### config.mk
export PLATFORM = sky130hd
export DESIGN_NAME = pipeline_hazard_ctrl_flat
export DESIGN_NICKNAME = d
export VERILOG_FILES = /design/src/rtl/pipeline_hazard_ctrl_if.sv /design/src/rtl/pipeline_hazard_ctrl.sv /design/src/flat_wrapper.sv
export SDC_FILE = /design/constraint.sdc
export NUM_CORES = 1
export LEC_CHECK = 0
export ABC_AREA = 1
export CORE_MARGIN = 2
export CORE_UTILIZATION = 55
export DETAILED_ROUTE_END_ITERATION = 10
export HOLD_SLACK_MARGIN = 0.08
export PLACE_DENSITY = 0.95
export SETUP_SLACK_MARGIN = 0.2
export SYNTH_ARGS = -nofsm -noshare
export SYNTH_HDL_FRONTEND = slang
export SYNTH_SLANG_ARGS = --single-unit
### constraint.sdc
create_clock -name clk -period 2.8 [get_ports clk]
set_input_delay 0.28 -clock clk [delete_from_list [all_inputs] [get_ports clk]]
set_output_delay 0.28 -clock clk [all_outputs]
set_load 0.02 [all_outputs]
### src/rtl/pipeline_hazard_ctrl_if.sv
// Hazard-control bundle between the 5-stage core and its hazard controller.
// The hazard controller uses the master modport: it receives hazard causes and drives pipeline controls.
// The pipeline (or a bench) uses the slave modport.
interface pipeline_hazard_ctrl_if #(
  parameter int CNT_W = 32
);
  // Hazard causes from the pipeline.
  logic             i_ic_miss;
  logic             i_dc_miss;
  logic             i_load_use;
  logic             i_br_mispred;
  logic             i_drain_req;

  // PC and pipeline-register controls.
  logic             o_pc_stall;
  logic             o_pc_redirect;
  logic             o_i2d_stall;
  logic             o_i2d_flush;
  logic             o_d2e_stall;
  logic             o_d2e_flush;
  logic             o_e2m_stall;
  logic             o_e2m_flush;
  logic             o_m2w_stall;
  logic             o_m2w_flush;

  // Drain handshake, watchdog and performance counters.
  logic             o_drain_ack;
  logic             o_hang;
  logic [CNT_W-1:0] o_stall_cycles;
  logic [CNT_W-1:0] o_mispredicts;

  modport master (
    input  i_ic_miss, i_dc_miss, i_load_use, i_br_mispred, i_drain_req,
    output o_pc_stall, o_pc_redirect,
    output o_i2d_stall, o_i2d_flush, o_d2e_stall, o_d2e_flush,
    output o_e2m_stall, o_e2m_flush, o_m2w_stall, o_m2w_flush,
    output o_drain_ack, o_hang, o_stall_cycles, o_mispredicts
  );

  modport slave (
    output i_ic_miss, i_dc_miss, i_load_use, i_br_mispred, i_drain_req,
    input  o_pc_stall, o_pc_redirect,
    input  o_i2d_stall, o_i2d_flush, o_d2e_stall, o_d2e_flush,
    input  o_e2m_stall, o_e2m_flush, o_m2w_stall, o_m2w_flush,
    input  o_drain_ack, o_hang, o_stall_cycles, o_mispredicts
  );
endinterface

### src/rtl/pipeline_hazard_ctrl.sv
// Central hazard controller for the 5-stage core.
// Stall/flush/PC controls are combinational from the hazard causes and the drain state.
// The drain FSM empties the pipeline for ll/sc and halt.
// A watchdog flags a PC that has been stuck in RUN.
// Two wrapping counters count stall cycles and mispredicts.
module pipeline_hazard_ctrl #(
  parameter int DRAIN_CYCLES = 4,
  parameter int TIMEOUT      = 1024,
  parameter int CNT_W        = 32
) (
  input  logic                   clk,
  input  logic                   rst_n,
  pipeline_hazard_ctrl_if.master hz
);

  localparam int DW = $clog2(DRAIN_CYCLES + 1);
  localparam int WW = $clog2(TIMEOUT + 1);

  typedef enum logic [1:0] {
    RUN     = 2'd0,
    DRAIN   = 2'd1,
    DRAINED = 2'd2
  } state_t;

  state_t           state_reg, state_next;
  logic [DW-1:0]    drain_cnt_reg, drain_cnt_next;
  logic [WW-1:0]    wd_cnt_reg, wd_cnt_next;
  logic             hang_reg, hang_next;
  logic [CNT_W-1:0] stall_cnt_reg, stall_cnt_next;
  logic [CNT_W-1:0] mispred_cnt_reg, mispred_cnt_next;

  logic pc_stall, pc_redirect;
  logic i2d_stall, i2d_flush, d2e_stall, d2e_flush;
  logic e2m_stall, e2m_flush, m2w_stall, m2w_flush;
  logic any_stall;

  // Hazard priority: a D-cache miss freezes everything up to M.
  // A mispredict cannot take effect until E is allowed to move.
  always_comb begin
    pc_stall    = 1'b0;
    pc_redirect = 1'b0;
    i2d_stall   = 1'b0;
    i2d_flush   = 1'b0;
    d2e_stall   = 1'b0;
    d2e_flush   = 1'b0;
    e2m_stall   = 1'b0;
    e2m_flush   = 1'b0;
    m2w_stall   = 1'b0;
    m2w_flush   = 1'b0;
    if (hz.i_dc_miss) begin
      pc_stall  = 1'b1;
      i2d_stall = 1'b1;
      d2e_stall = 1'b1;
      e2m_stall = 1'b1;
      m2w_flush = 1'b1;
    end else if (hz.i_br_mispred) begin
      pc_redirect = 1'b1;
      i2d_flush   = 1'b1;
      d2e_flush   = 1'b1;
    end else if (hz.i_load_use) begin
      pc_stall  = 1'b1;
      i2d_stall = 1'b1;
      d2e_flush = 1'b1;
    end else if (hz.i_ic_miss) begin
      pc_stall  = 1'b1;
      i2d_flush = 1'b1;
    end
    // While draining, fetch is held and bubbles are injected into D.
    // Bubbles are not injected where i2d is already being held; a stalled register would ignore the flush.
    if (state_reg != RUN) begin
      pc_stall = 1'b1;
      if (!i2d_stall) i2d_flush = 1'b1;
    end
  end

  assign any_stall = pc_stall | i2d_stall | d2e_stall | e2m_stall | m2w_stall;

  // Drain sequencing: count only cycles in which the pipeline actually advances.
  always_comb begin
    state_next     = state_reg;
    drain_cnt_next = drain_cnt_reg;
    case (state_reg)
      RUN: begin
        if (hz.i_drain_req) begin
          state_next     = DRAIN;
          drain_cnt_next = '0;
        end
      end
      DRAIN: begin
        if (!hz.i_drain_req) begin
          state_next = RUN;
        end else if (!hz.i_dc_miss) begin
          drain_cnt_next = drain_cnt_reg + 1'b1;
          if (drain_cnt_reg == DW'(DRAIN_CYCLES - 1)) state_next = DRAINED;
        end
      end
      DRAINED: begin
        if (!hz.i_drain_req) state_next = RUN;
      end
      default: state_next = RUN;
    endcase
  end

  // Watchdog and performance counter next values.
  // The watchdog counts consecutive held-PC cycles in RUN and saturates at TIMEOUT.
  always_comb begin
    wd_cnt_next = '0;
    if (state_reg == RUN && pc_stall && !pc_redirect) begin
      wd_cnt_next = (wd_cnt_reg == WW'(TIMEOUT)) ? wd_cnt_reg : wd_cnt_reg + 1'b1;
    end
    hang_next        = hang_reg | (wd_cnt_next == WW'(TIMEOUT));
    stall_cnt_next   = stall_cnt_reg + (any_stall ? CNT_W'(1) : CNT_W'(0));
    mispred_cnt_next = mispred_cnt_reg + (pc_redirect ? CNT_W'(1) : CNT_W'(0));
  end

  // State and counter registers.
  always_ff @(posedge clk or negedge rst_n) begin
    if (!rst_n) begin
      state_reg       <= RUN;
      drain_cnt_reg   <= '0;
      wd_cnt_reg      <= '0;
      hang_reg        <= 1'b0;
      stall_cnt_reg   <= '0;
      mispred_cnt_reg <= '0;
    end else begin
      state_reg       <= state_next;
      drain_cnt_reg   <= drain_cnt_next;
      wd_cnt_reg      <= wd_cnt_next;
      hang_reg        <= hang_next;
      stall_cnt_reg   <= stall_cnt_next;
      mispred_cnt_reg <= mispred_cnt_next;
    end
  end

  // The combinational controls are forced quiet while reset is held.
  assign hz.o_pc_stall     = pc_stall    & rst_n;
  assign hz.o_pc_redirect  = pc_redirect & rst_n;
  assign hz.o_i2d_stall    = i2d_stall   & rst_n;
  assign hz.o_i2d_flush    = i2d_flush   & rst_n;
  assign hz.o_d2e_stall    = d2e_stall   & rst_n;
  assign hz.o_d2e_flush    = d2e_flush   & rst_n;
  assign hz.o_e2m_stall    = e2m_stall   & rst_n;
  assign hz.o_e2m_flush    = e2m_flush   & rst_n;
  assign hz.o_m2w_stall    = m2w_stall   & rst_n;
  assign hz.o_m2w_flush    = m2w_flush   & rst_n;
  assign hz.o_drain_ack    = (state_reg == DRAINED) & rst_n;
  assign hz.o_hang         = hang_reg;
  assign hz.o_stall_cycles = stall_cnt_reg;
  assign hz.o_mispredicts  = mispred_cnt_reg;

endmodule

### src/flat_wrapper.sv
// flat-port wrapper written by rule: the top's interface ports become plain ports
module pipeline_hazard_ctrl_flat 
#(
  parameter int DRAIN_CYCLES = 4,
  parameter int TIMEOUT      = 1024,
  parameter int CNT_W        = 32
)
  (clk, rst_n, hz_i_ic_miss, hz_i_dc_miss, hz_i_load_use, hz_i_br_mispred, hz_i_drain_req, hz_o_pc_stall, hz_o_pc_redirect, hz_o_i2d_stall, hz_o_i2d_flush, hz_o_d2e_stall, hz_o_d2e_flush, hz_o_e2m_stall, hz_o_e2m_flush, hz_o_m2w_stall, hz_o_m2w_flush, hz_o_drain_ack, hz_o_hang, hz_o_stall_cycles, hz_o_mispredicts);
  pipeline_hazard_ctrl_if #(.CNT_W(CNT_W)) hz_i ();
  input  logic clk;
  input  logic rst_n;
  input wire logic [$bits(hz_i.i_ic_miss)-1:0] hz_i_ic_miss;
  input wire logic [$bits(hz_i.i_dc_miss)-1:0] hz_i_dc_miss;
  input wire logic [$bits(hz_i.i_load_use)-1:0] hz_i_load_use;
  input wire logic [$bits(hz_i.i_br_mispred)-1:0] hz_i_br_mispred;
  input wire logic [$bits(hz_i.i_drain_req)-1:0] hz_i_drain_req;
  output wire logic [$bits(hz_i.o_pc_stall)-1:0] hz_o_pc_stall;
  output wire logic [$bits(hz_i.o_pc_redirect)-1:0] hz_o_pc_redirect;
  output wire logic [$bits(hz_i.o_i2d_stall)-1:0] hz_o_i2d_stall;
  output wire logic [$bits(hz_i.o_i2d_flush)-1:0] hz_o_i2d_flush;
  output wire logic [$bits(hz_i.o_d2e_stall)-1:0] hz_o_d2e_stall;
  output wire logic [$bits(hz_i.o_d2e_flush)-1:0] hz_o_d2e_flush;
  output wire logic [$bits(hz_i.o_e2m_stall)-1:0] hz_o_e2m_stall;
  output wire logic [$bits(hz_i.o_e2m_flush)-1:0] hz_o_e2m_flush;
  output wire logic [$bits(hz_i.o_m2w_stall)-1:0] hz_o_m2w_stall;
  output wire logic [$bits(hz_i.o_m2w_flush)-1:0] hz_o_m2w_flush;
  output wire logic [$bits(hz_i.o_drain_ack)-1:0] hz_o_drain_ack;
  output wire logic [$bits(hz_i.o_hang)-1:0] hz_o_hang;
  output wire logic [$bits(hz_i.o_stall_cycles)-1:0] hz_o_stall_cycles;
  output wire logic [$bits(hz_i.o_mispredicts)-1:0] hz_o_mispredicts;
  assign hz_i.i_ic_miss = hz_i_ic_miss;
  assign hz_i.i_dc_miss = hz_i_dc_miss;
  assign hz_i.i_load_use = hz_i_load_use;
  assign hz_i.i_br_mispred = hz_i_br_mispred;
  assign hz_i.i_drain_req = hz_i_drain_req;
  assign hz_o_pc_stall = hz_i.o_pc_stall;
  assign hz_o_pc_redirect = hz_i.o_pc_redirect;
  assign hz_o_i2d_stall = hz_i.o_i2d_stall;
  assign hz_o_i2d_flush = hz_i.o_i2d_flush;
  assign hz_o_d2e_stall = hz_i.o_d2e_stall;
  assign hz_o_d2e_flush = hz_i.o_d2e_flush;
  assign hz_o_e2m_stall = hz_i.o_e2m_stall;
  assign hz_o_e2m_flush = hz_i.o_e2m_flush;
  assign hz_o_m2w_stall = hz_i.o_m2w_stall;
  assign hz_o_m2w_flush = hz_i.o_m2w_flush;
  assign hz_o_drain_ack = hz_i.o_drain_ack;
  assign hz_o_hang = hz_i.o_hang;
  assign hz_o_stall_cycles = hz_i.o_stall_cycles;
  assign hz_o_mispredicts = hz_i.o_mispredicts;
  pipeline_hazard_ctrl #(.DRAIN_CYCLES(DRAIN_CYCLES), .TIMEOUT(TIMEOUT), .CNT_W(CNT_W)) u_core (.clk(clk), .rst_n(rst_n), .hz(hz_i));
endmodule
* After elaboration in Yosys (flattened, before gate mapping)
Cells that the tools add are included.
** Word-level totals
- Register bits after elaboration :: 81
- Word-level logic and storage cells :: 72
** Operators by class
- Add/subtract/negate cells :: 4
- Equality and inequality tests :: 11
- Mux-type cells :: 32
- Bitwise operators :: 11
- Reduce and logical (&&, ||, !) cells :: 8
** Operator list (count)
- 32-bit adder :: 2
- 11-bit == test, second input constant :: 2
- 11-bit 2-to-1 mux :: 2
- 1-bit 2-to-1 mux :: 20
- 11-bit by 1-bit adder with 11-bit output, second input constant :: 1
- 2-bit 2-to-1 mux :: 5
- 3-bit 2-to-1 mux :: 3
- 2-bit inequality test, second input constant :: 4
- 4-bit AND reduction :: 2
- 1-bit AND :: 7
- 2-bit one-hot mux with 3 select lines :: 1
- 3-bit one-hot mux with 2 select lines :: 1
- 1-bit bitwise OR :: 4
- 2-bit nonzero test :: 2
- 3-bit by 1-bit adder with 3-bit output, second input constant :: 1
- 3-bit by 2-bit == test with 1-bit output, second input constant :: 1
- 3-bit by 2-bit inequality test with 1-bit output, second input constant :: 1
- 3-bit inequality test, second input constant :: 1
- 2-bit by 1-bit == test with 1-bit output, second input constant :: 1
- 2-bit == test, second input constant :: 1
- 1-bit logical AND :: 2
- 2-bit logical NOT :: 1
- 1-bit logical NOT :: 1

* Logic depth before layout (Yosys ltp)
Gate-level depths: netlist (run 1).
- Depth after elaboration :: 10
- Mapped depth :: 13
- Depth with buffers taken out :: 13

* Worst setup path before layout (run 1)
No wires, ideal clock.
- Path type :: input to register
- Start point :: input hz_i_br_mispred
- End point :: register u_core.stall_cnt_reg[30] (netlist: u_core.hz.o_stall_cycles[30])
- Data arrival time :: 1.715 ns
- Slack :: 0.961 ns
- Cell stages on the path :: 11
- Path buffers :: 0
- Cell sequence :: inv_1 o21ai_0 nand4_1 ha_1 ha_1 nand2_1 nor2_4 nand3_1 nor2_1 nand4_1 xor2_1
** Between the ends
- Word-level cells in the longest chain between the ends :: 8
** RTL lines
- start: declaration :: line flat_wrapper.sv:15 : input wire logic [$bits(hz_i.i_br_mispred)-1:0] hz_i_br_mispred;
- 1-bit 2-to-1 mux :: line pipeline_hazard_ctrl.sv:56 : end else if (hz.i_br_mispred) begin
- 1-bit 2-to-1 mux :: line pipeline_hazard_ctrl.sv:50 : if (hz.i_dc_miss) begin
- 1-bit 2-to-1 mux :: line pipeline_hazard_ctrl.sv:70 : if (state_reg != RUN) begin
- 1-bit bitwise OR * (3 in series) :: line pipeline_hazard_ctrl.sv:76 : assign any_stall = pc_stall | i2d_stall | d2e_stall | e2m_stall | m2w_stall;
- 1-bit 2-to-1 mux * :: line pipeline_hazard_ctrl.sv:112 : stall_cnt_next = stall_cnt_reg + (any_stall ? CNT_W'(1) : CNT_W'(0));
- 32-bit adder * :: line pipeline_hazard_ctrl.sv:112
- net u_core.stall_cnt_next[30] :: line pipeline_hazard_ctrl.sv:29 : logic [CNT_W-1:0] stall_cnt_reg, stall_cnt_next;
- end signal: assignment :: line pipeline_hazard_ctrl.sv:130 : stall_cnt_reg <= stall_cnt_next;
- end: declaration :: line pipeline_hazard_ctrl.sv:29
The timed path passes the listed nets; every way through them passes the cells marked *.
A chain may end at the register's enable or synchronous reset.

* Final worst setup path (run 1)
- Start point :: input rst_n
- End point :: output hz_o_i2d_flush
** Between the ends
- Word-level cells in the longest chain between the ends :: 1
** RTL lines
- start: declaration :: line flat_wrapper.sv:11 : input logic rst_n;
- 1-bit AND :: line pipeline_hazard_ctrl.sv:139 : assign hz.o_i2d_flush = i2d_flush & rst_n;
- end: declaration :: line flat_wrapper.sv:20 : output wire logic [$bits(hz_i.o_i2d_flush)-1:0] hz_o_i2d_flush;
No other way between the ends.

==> results of run 1 <==
-- how the worst max path moves through the flow --
stage | from | slack (ns) | to | cells past startpoint
floorplan | hz_i_br_mispred | 0.96 | u_core.hz.o_stall_cycles[30] | 11
global placement | hz_i_br_mispred | 0.34 | u_core.hz.o_mispredicts[24] | 14
detailed placement | hz_i_br_mispred | 0.19 | u_core.hz.o_stall_cycles[30] | 12
CTS | rst_n | 0.39 | hz_o_i2d_flush | 7
global route | rst_n | 0.29 | hz_o_i2d_flush | 7
finish | rst_n | 0.39 | hz_o_i2d_flush | 7
-- per-layer routing --
| metal | global-route usage | part of all wire |
|---|---|---|
| met5 | 0 | 0 |
| met2 | 0.420 | 0.50 |
| met1 | 0.327 | 0.38 |
| met4 | 0.154 | 0.038 |
| met3 | 0.0411 | 0.087 |
-- synthesized netlist by cell type, types with 6 or more instances --
cell type and count:
inv_2 7, xnor2_1 26, dfrtp_1 81, ha_1 9
nand3_1 30, nand4_1 18, nor2_2 10, nor2_1 51
nor3_1 24, inv_1 66, xor2_1 35, nand2_2 6
nand2_1 103
-- kinds of logic after synthesis --
kind of cell | share of synthesized area
adders and majority gates | 0.0257
buffers and inverters | 0.0713
AOI/OAI and AO/OA | 0.0143
xor gates and xnor gates | 0.126
other | 0.000855
DFF | 0.462
and+or+nand+nor | 0.300
-- worst max-delay path, delay by kind of cell --
family / cells / cell delay, ns
AOI/OAI and AO/OA: 1 / 0.24
and+or+nand+nor: 1 / 0.10
buffers and inverters: 5 / 1.51
-- cell usage in the layout, fill, tap and decap left out, types with 10 or more instances in the layout --
cell type,Yosys,routed
nor3_1,24,24
xor2_1,35,35
nor2_1,51,51
clkdlybuf4s50_1,0,79
dfrtp_1,81,81
nand3_1,30,30
nor2_2,10,10
xnor2_1,26,26
nand2_1,103,103
nand4_1,18,18
inv_1,66,66
-- layout make-up --
cell class / instances / area, sq um
clock buffers: 9 / 124
clock inverters: 7 / 71.3
fillers: 529 / 2230
inverters: 74 / 278
multi-input cells: 349 / 2050
flip-flops and latches: 81 / 2030
well taps: 102 / 128
repair buffers: 83 / 823
-- power by group through the flow --
stage	Clock (mW)	Combinational, mW	Sequential [mW]
floorplan	0	0.233	1.53
global placement	0	0.619	1.43
detailed placement	0	0.645	1.44
CTS	0.849	0.651	1.42
global route	0.910	0.694	1.43
finish	0.844	0.644	1.42
-- through the flow --
stage                     std cells  area (sq um)
final                           705          5500
after global routing            705          5500
after CTS                       705          5500
after detailed placement        688          5300
after global placement          688          5300
after floorplan                 509          4390
-- timing repair --
action / in CTS / in global routing
gates resized for setup: 0 / 0
endpoints found under the hold margin: 2 / 0
hold buffers: 1 / 0
==> run_results.csv, run 1 <==
group,metric,value,unit
outcome,status,"finished, final reports clean",
logic_synthesis,async_flop_share,1.00,
setup_path,path_cells,"dlygate4sd3_1 > buf_4 > inv_1 > nor2_1 > inv_1 > a211oi_1 > clkdlybuf4s50_1",
placement,routabilityCongestion,0.911,
logic_synthesis,synth_area,4390,sq um
cts,ctsHtreeMaxLevel,3,
cts,cts_buffers,9,
logic_synthesis,yosys.area.top_type_share,0.462,
finish,layout-drive-gt1-share,0.0995,
setup_path,cpMostUsedCell,"inv_1",
logic_synthesis,synthCells,508,
cts,postCtsSetupBuffers,0,
cts,clockRootBuffer,"clkbuf_8",
global_route,overflow,0,
cts,clkTransAtPathRegs,0.08,ns
timing,hold_ws,0.301,ns
timing,setup_viol,0,
global_route,grt_usage,0.259,
setup_path,timing.rr.start,"u_core.state_reg[0]",
global_route,grt_antenna_before_repair,0,
detailed_routing,route.detailed.drc,0,
logic_synthesis,yosysWarningCount,0,
setup_path,max_stage_delay,0.65,ns
setup_path,cp-start-kind,"input port",
logic_synthesis,ys.flop_type,"dfrtp_1",
detailed_routing,wl_per_cell,15.2,um
finish,antenna_cells,0,
timing,rsz0062_at_grt,"false",
flow_run,cap_violations,0,
setup_path,critPathArrivalTime,2.13,ns
power,switching_power,0.943,mW
cts,cts.sinks,81,
setup_path,timing.rr.end,"u_core.hz.o_stall_cycles[24]",
power,vdd_ir_drop_max,0.435,mV
finish,area_growth,25.4,%
placement,hpwl,7730,um
finish,nets,614,
logic_synthesis,avgSynthCellArea,8.63,sq um
power,p_sw_frac,0.324,
die,die_area,8700,sq um
detailed_routing,via_per_inst,5.50,
detailed_routing,ant_nets,0,
finish,fin_util,0.712,
setup_path,worstSetupPathType,"in2out",
timing,period_share,0.862,
detailed_routing,wl,10700,um
global_route,grt_pass1_vias,3861,
cts,clk_latency,0.35,ns
power,p_seq_frac,0.489,
placement,portBuffers,80,
timing,finalWorstSetupSlack,0.387,ns
die,die_h,93.3,um
setup_path,r2r_slack,0.67,ns
logic_synthesis,synth_area_leaders,"dfrtp_1 46%, nand2_1 8.8%, xor2_1 7.0%",
global_route,grt_max_degree,80,
detailed_routing,routed-via-count,3875,
power,pwr-share-clk,0.290,
logic_synthesis,synth_edf_count,0,
placement,pre_cts_slack,0.192,ns
power,powerDensity,529,nW/um^2
timing,tightestPinTransition,0.951,ns
logic_synthesis,synth_top_cell_by_area,"dfrtp_1",
die,num_rows,32,
setup_path,critPathCaptureType,"output port",
timing,slew_headroom,0.366,
setup_path,r2r_cells,11,
logic_synthesis,synth_cell_type_count,32,
setup_path,cp_max_fo,6,
global_route,grt_pass1_wl,17800,um
die,core_area,7730,sq um
timing,drv_slew,0,
power,power,2.91,mW
power,power_frac_comb,0.221,
detailed_routing,drt_pre_antenna_iters,7,
power,p_int,1.97,mW
logic_synthesis,seq_area_frac_synth,0.462,
power,leakage,2.69,nW
die,die_w,93.3,um
die,io_pins,83,
cts,clock_path_buffers,2,
setup_path,cp_data_required_time,2.52,ns
timing,period_minus_slack,2.41,ns
die,start_util,0.568,
timing,finalHoldViolCount,0,
setup_path,crit_slowest_cell,"clkdlybuf4s50_1",
detailed_routing,drtIter0Drc,227,
timing,fmax,414,MHz
logic_synthesis,synth_seq_cells,81,
hold_path,worstHoldPathType,"in2async",
cts,cts_tree,"yes",
timing,skew,0.00481,ns
timing,tns,0,ns
No activity file was read; power rests on OpenSTA's default activity.
==> run 2: changes to the inputs <==
--- a/config.mk
+++ b/config.mk
@@ -9,9 +9,11 @@
 export CORE_MARGIN = 2
 export CORE_UTILIZATION = 55
 export DETAILED_ROUTE_END_ITERATION = 10
+export GPL_TIMING_DRIVEN = 1
 export HOLD_SLACK_MARGIN = 0.08
 export PLACE_DENSITY = 0.95
 export SETUP_SLACK_MARGIN = 0.2
 export SYNTH_ARGS = -nofsm -noshare
 export SYNTH_HDL_FRONTEND = slang
 export SYNTH_SLANG_ARGS = --single-unit
+export TNS_END_PERCENT = 100
==> results of run 2 <==
The final DEF is identical to that of run 1; final timing and power are the same.
==> run 3: changes to the inputs <==
--- a/config.mk
+++ b/config.mk
@@ -7,7 +7,7 @@
 export LEC_CHECK = 0
 export ABC_AREA = 1
 export CORE_MARGIN = 2
-export CORE_UTILIZATION = 55
+export CORE_UTILIZATION = 57
 export DETAILED_ROUTE_END_ITERATION = 10
 export GPL_TIMING_DRIVEN = 1
 export HOLD_SLACK_MARGIN = 0.08
==> run_results.csv, run 3 (synthesized netlist as in run 1, its figures left out) <==
group,metric,value,unit
outcome,status,"finished, final reports clean",
placement,pre_cts_slack,0.238,ns
power,power,3.13,mW
detailed_routing,drt_pre_antenna_iters,5,
detailed_routing,via_per_inst,5.45,
hold_path,worstHoldPathType,"in2async",
die,core_area,7370,sq um
finish,mostFrequentLayoutCells,"103 x nand2_1, 81 x dfrtp_1, 79 x clkdlybuf4s50_1",
finish,final_cells,702,
power,power_frac_comb,0.208,
detailed_routing,wl_met2,5340,um
timing,tightestPinTransition,0.976,ns
global_route,grt_usage,0.262,
global_route,grt_pass1_vias,3781,
setup_path,worstSetupPathType,"in2out",
cts,cts_tree,"yes",
finish,fill_cells,488,
detailed_routing,wl_per_cell,15.2,um
power,p_seq_frac,0.453,
timing,fmax,429,MHz
timing,period_minus_slack,2.33,ns
cts,cts_buffers,9,
global_route,grt_max_degree,81,
power,pwr-share-clk,0.338,
setup_path,cp-start-kind,"input port",
cts,clockRootBuffer,"clkbuf_8",
detailed_routing,dr_wl_met3,750,um
detailed_routing,routed-via-count,3823,
setup_path,r2r_slack,0.71,ns
detailed_routing,wl,10600,um
detailed_routing,ant_nets,0,
timing,drv_slew,0,
setup_path,cp_max_fo,5,
flow_run,cap_violations,0,
placement,dp_cells,685,
placement,portBuffers,80,
cts,clk_latency,0.36,ns
timing,slew_headroom,0.350,
power,p_int,2.18,mW
power,switching_power,0.946,mW
setup_path,critPathArrivalTime,2.05,ns
finish,area_growth,26.6,%
cts,ctsHtreeMaxLevel,3,
timing,period_share,0.832,
power,vdd_ir_drop_max,0.651,mV
global_route,grt_pass1_wl,17700,um
timing,setup_viol,0,
setup_path,critPathCaptureType,"output port",
finish,nets,614,
die,die_w,91.7,um
detailed_routing,route.detailed.drc,0,
power,p_sw_frac,0.303,
cts,postCtsSetupBuffers,0,
global_route,grt_antenna_before_repair,0,
placement,hpwl,7710,um
cts,cts.sinks,81,
timing,skew,0.0146,ns
timing,tns,0,ns
detailed_routing,top_layer_used,"met4",
timing,finalWorstSetupSlack,0.470,ns
placement,routabilityCongestion,0.967,
setup_path,cp_data_required_time,2.52,ns
finish,layout-drive-gt1-share,0.0995,
finish,fin_util,0.754,
cts,clkTransAtPathRegs,0.08,ns
timing,rsz0062_at_grt,"false",
finish,layout_commonest_cell,"nand2_1",
die,num_rows,31,
global_route,overflow,0,
cts,clock_path_buffers,2,
die,die_h,91.7,um
die,io_pins,83,
power,leakage,2.71,nW
power,powerDensity,563,nW/um^2
detailed_routing,drtIter0Drc,355,
die,die_area,8410,sq um
detailed_routing,drt-met1-wl,4310,um
timing,finalHoldViolCount,0,
die,start_util,0.595,
finish,antenna_cells,0,
run 3: worst max-delay path, stage by stage:
cell	delay, ns
dlygate4sd3_1	0.57
buf_4	0.15
inv_1	0.07
nor2_1	0.08
inv_1	0.07
a211oi_1	0.20
clkdlybuf4s50_1	0.64
run 3: per-layer routing:
metal | up-vias | GRT usage
met5 | - | 0
met4 | 0 | 0.0896
met3 | 34 | 0.0608
met2 | 189 | 0.446
met1 | 1822 | 0.330
li1 | 1778 | -
run 3: layout make-up:
cell class | instances | area (sq um) | share of cell area
clock buffers | 10 | 138 | 0.0248
clock inverters | 6 | 115 | 0.0207
inverters | 74 | 278 | 0.0500
multi-input cells | 349 | 2050 | 0.369
flip-flops and latches | 81 | 2030 | 0.365
well taps | 99 | 124 | 0.0223
repair buffers | 83 | 823 | 0.148
run 3: worst paths after layout:
path | start | end | cells past startpoint
worst max-delay path | rst_n | hz_o_i2d_flush | 7
worst min-delay path | rst_n | u_core.hz.o_mispredicts[0] | 2
worst max register to register | u_core.state_reg[0] | u_core.hz.o_stall_cycles[24] | 11
worst min register to register | u_core.hz.o_stall_cycles[31] | u_core.hz.o_stall_cycles[31] | 1
max in group asynchronous | rst_n | u_core.hz.o_stall_cycles[10] | 3
min in group clk | u_core.hz.o_stall_cycles[31] | u_core.hz.o_stall_cycles[31] | 1
run 3: through the flow:
| step | instance area (sq um) | hold slack, ns |
|---|---|---|
| 2_1_floorplan | 4390 | -0.0156 |
| 3_3_place_gp | 5290 | 0.0826 |
| 3_5_place_dp | 5290 | 0.0824 |
| 4_1_cts | 5550 | 0.315 |
| 5_1_grt | 5550 | 0.311 |
| 6_report | 5550 | 0.320 |
run 3: power groups by stage:
stage	Combinational (mW)	Clock [mW]	Sequential [mW]
after floorplan	0.233	0	1.53
after global placement	0.618	0	1.43
after detailed placement	0.639	0	1.44
after CTS	0.655	1.07	1.42
after global routing	0.698	1.14	1.43
final	0.651	1.06	1.42
run 3: repair_timing:
item / in CTS / in global routing
hold buffers: 1 / 0
resized for setup: 0 / 0
hold endpoints to repair: 1 / 0
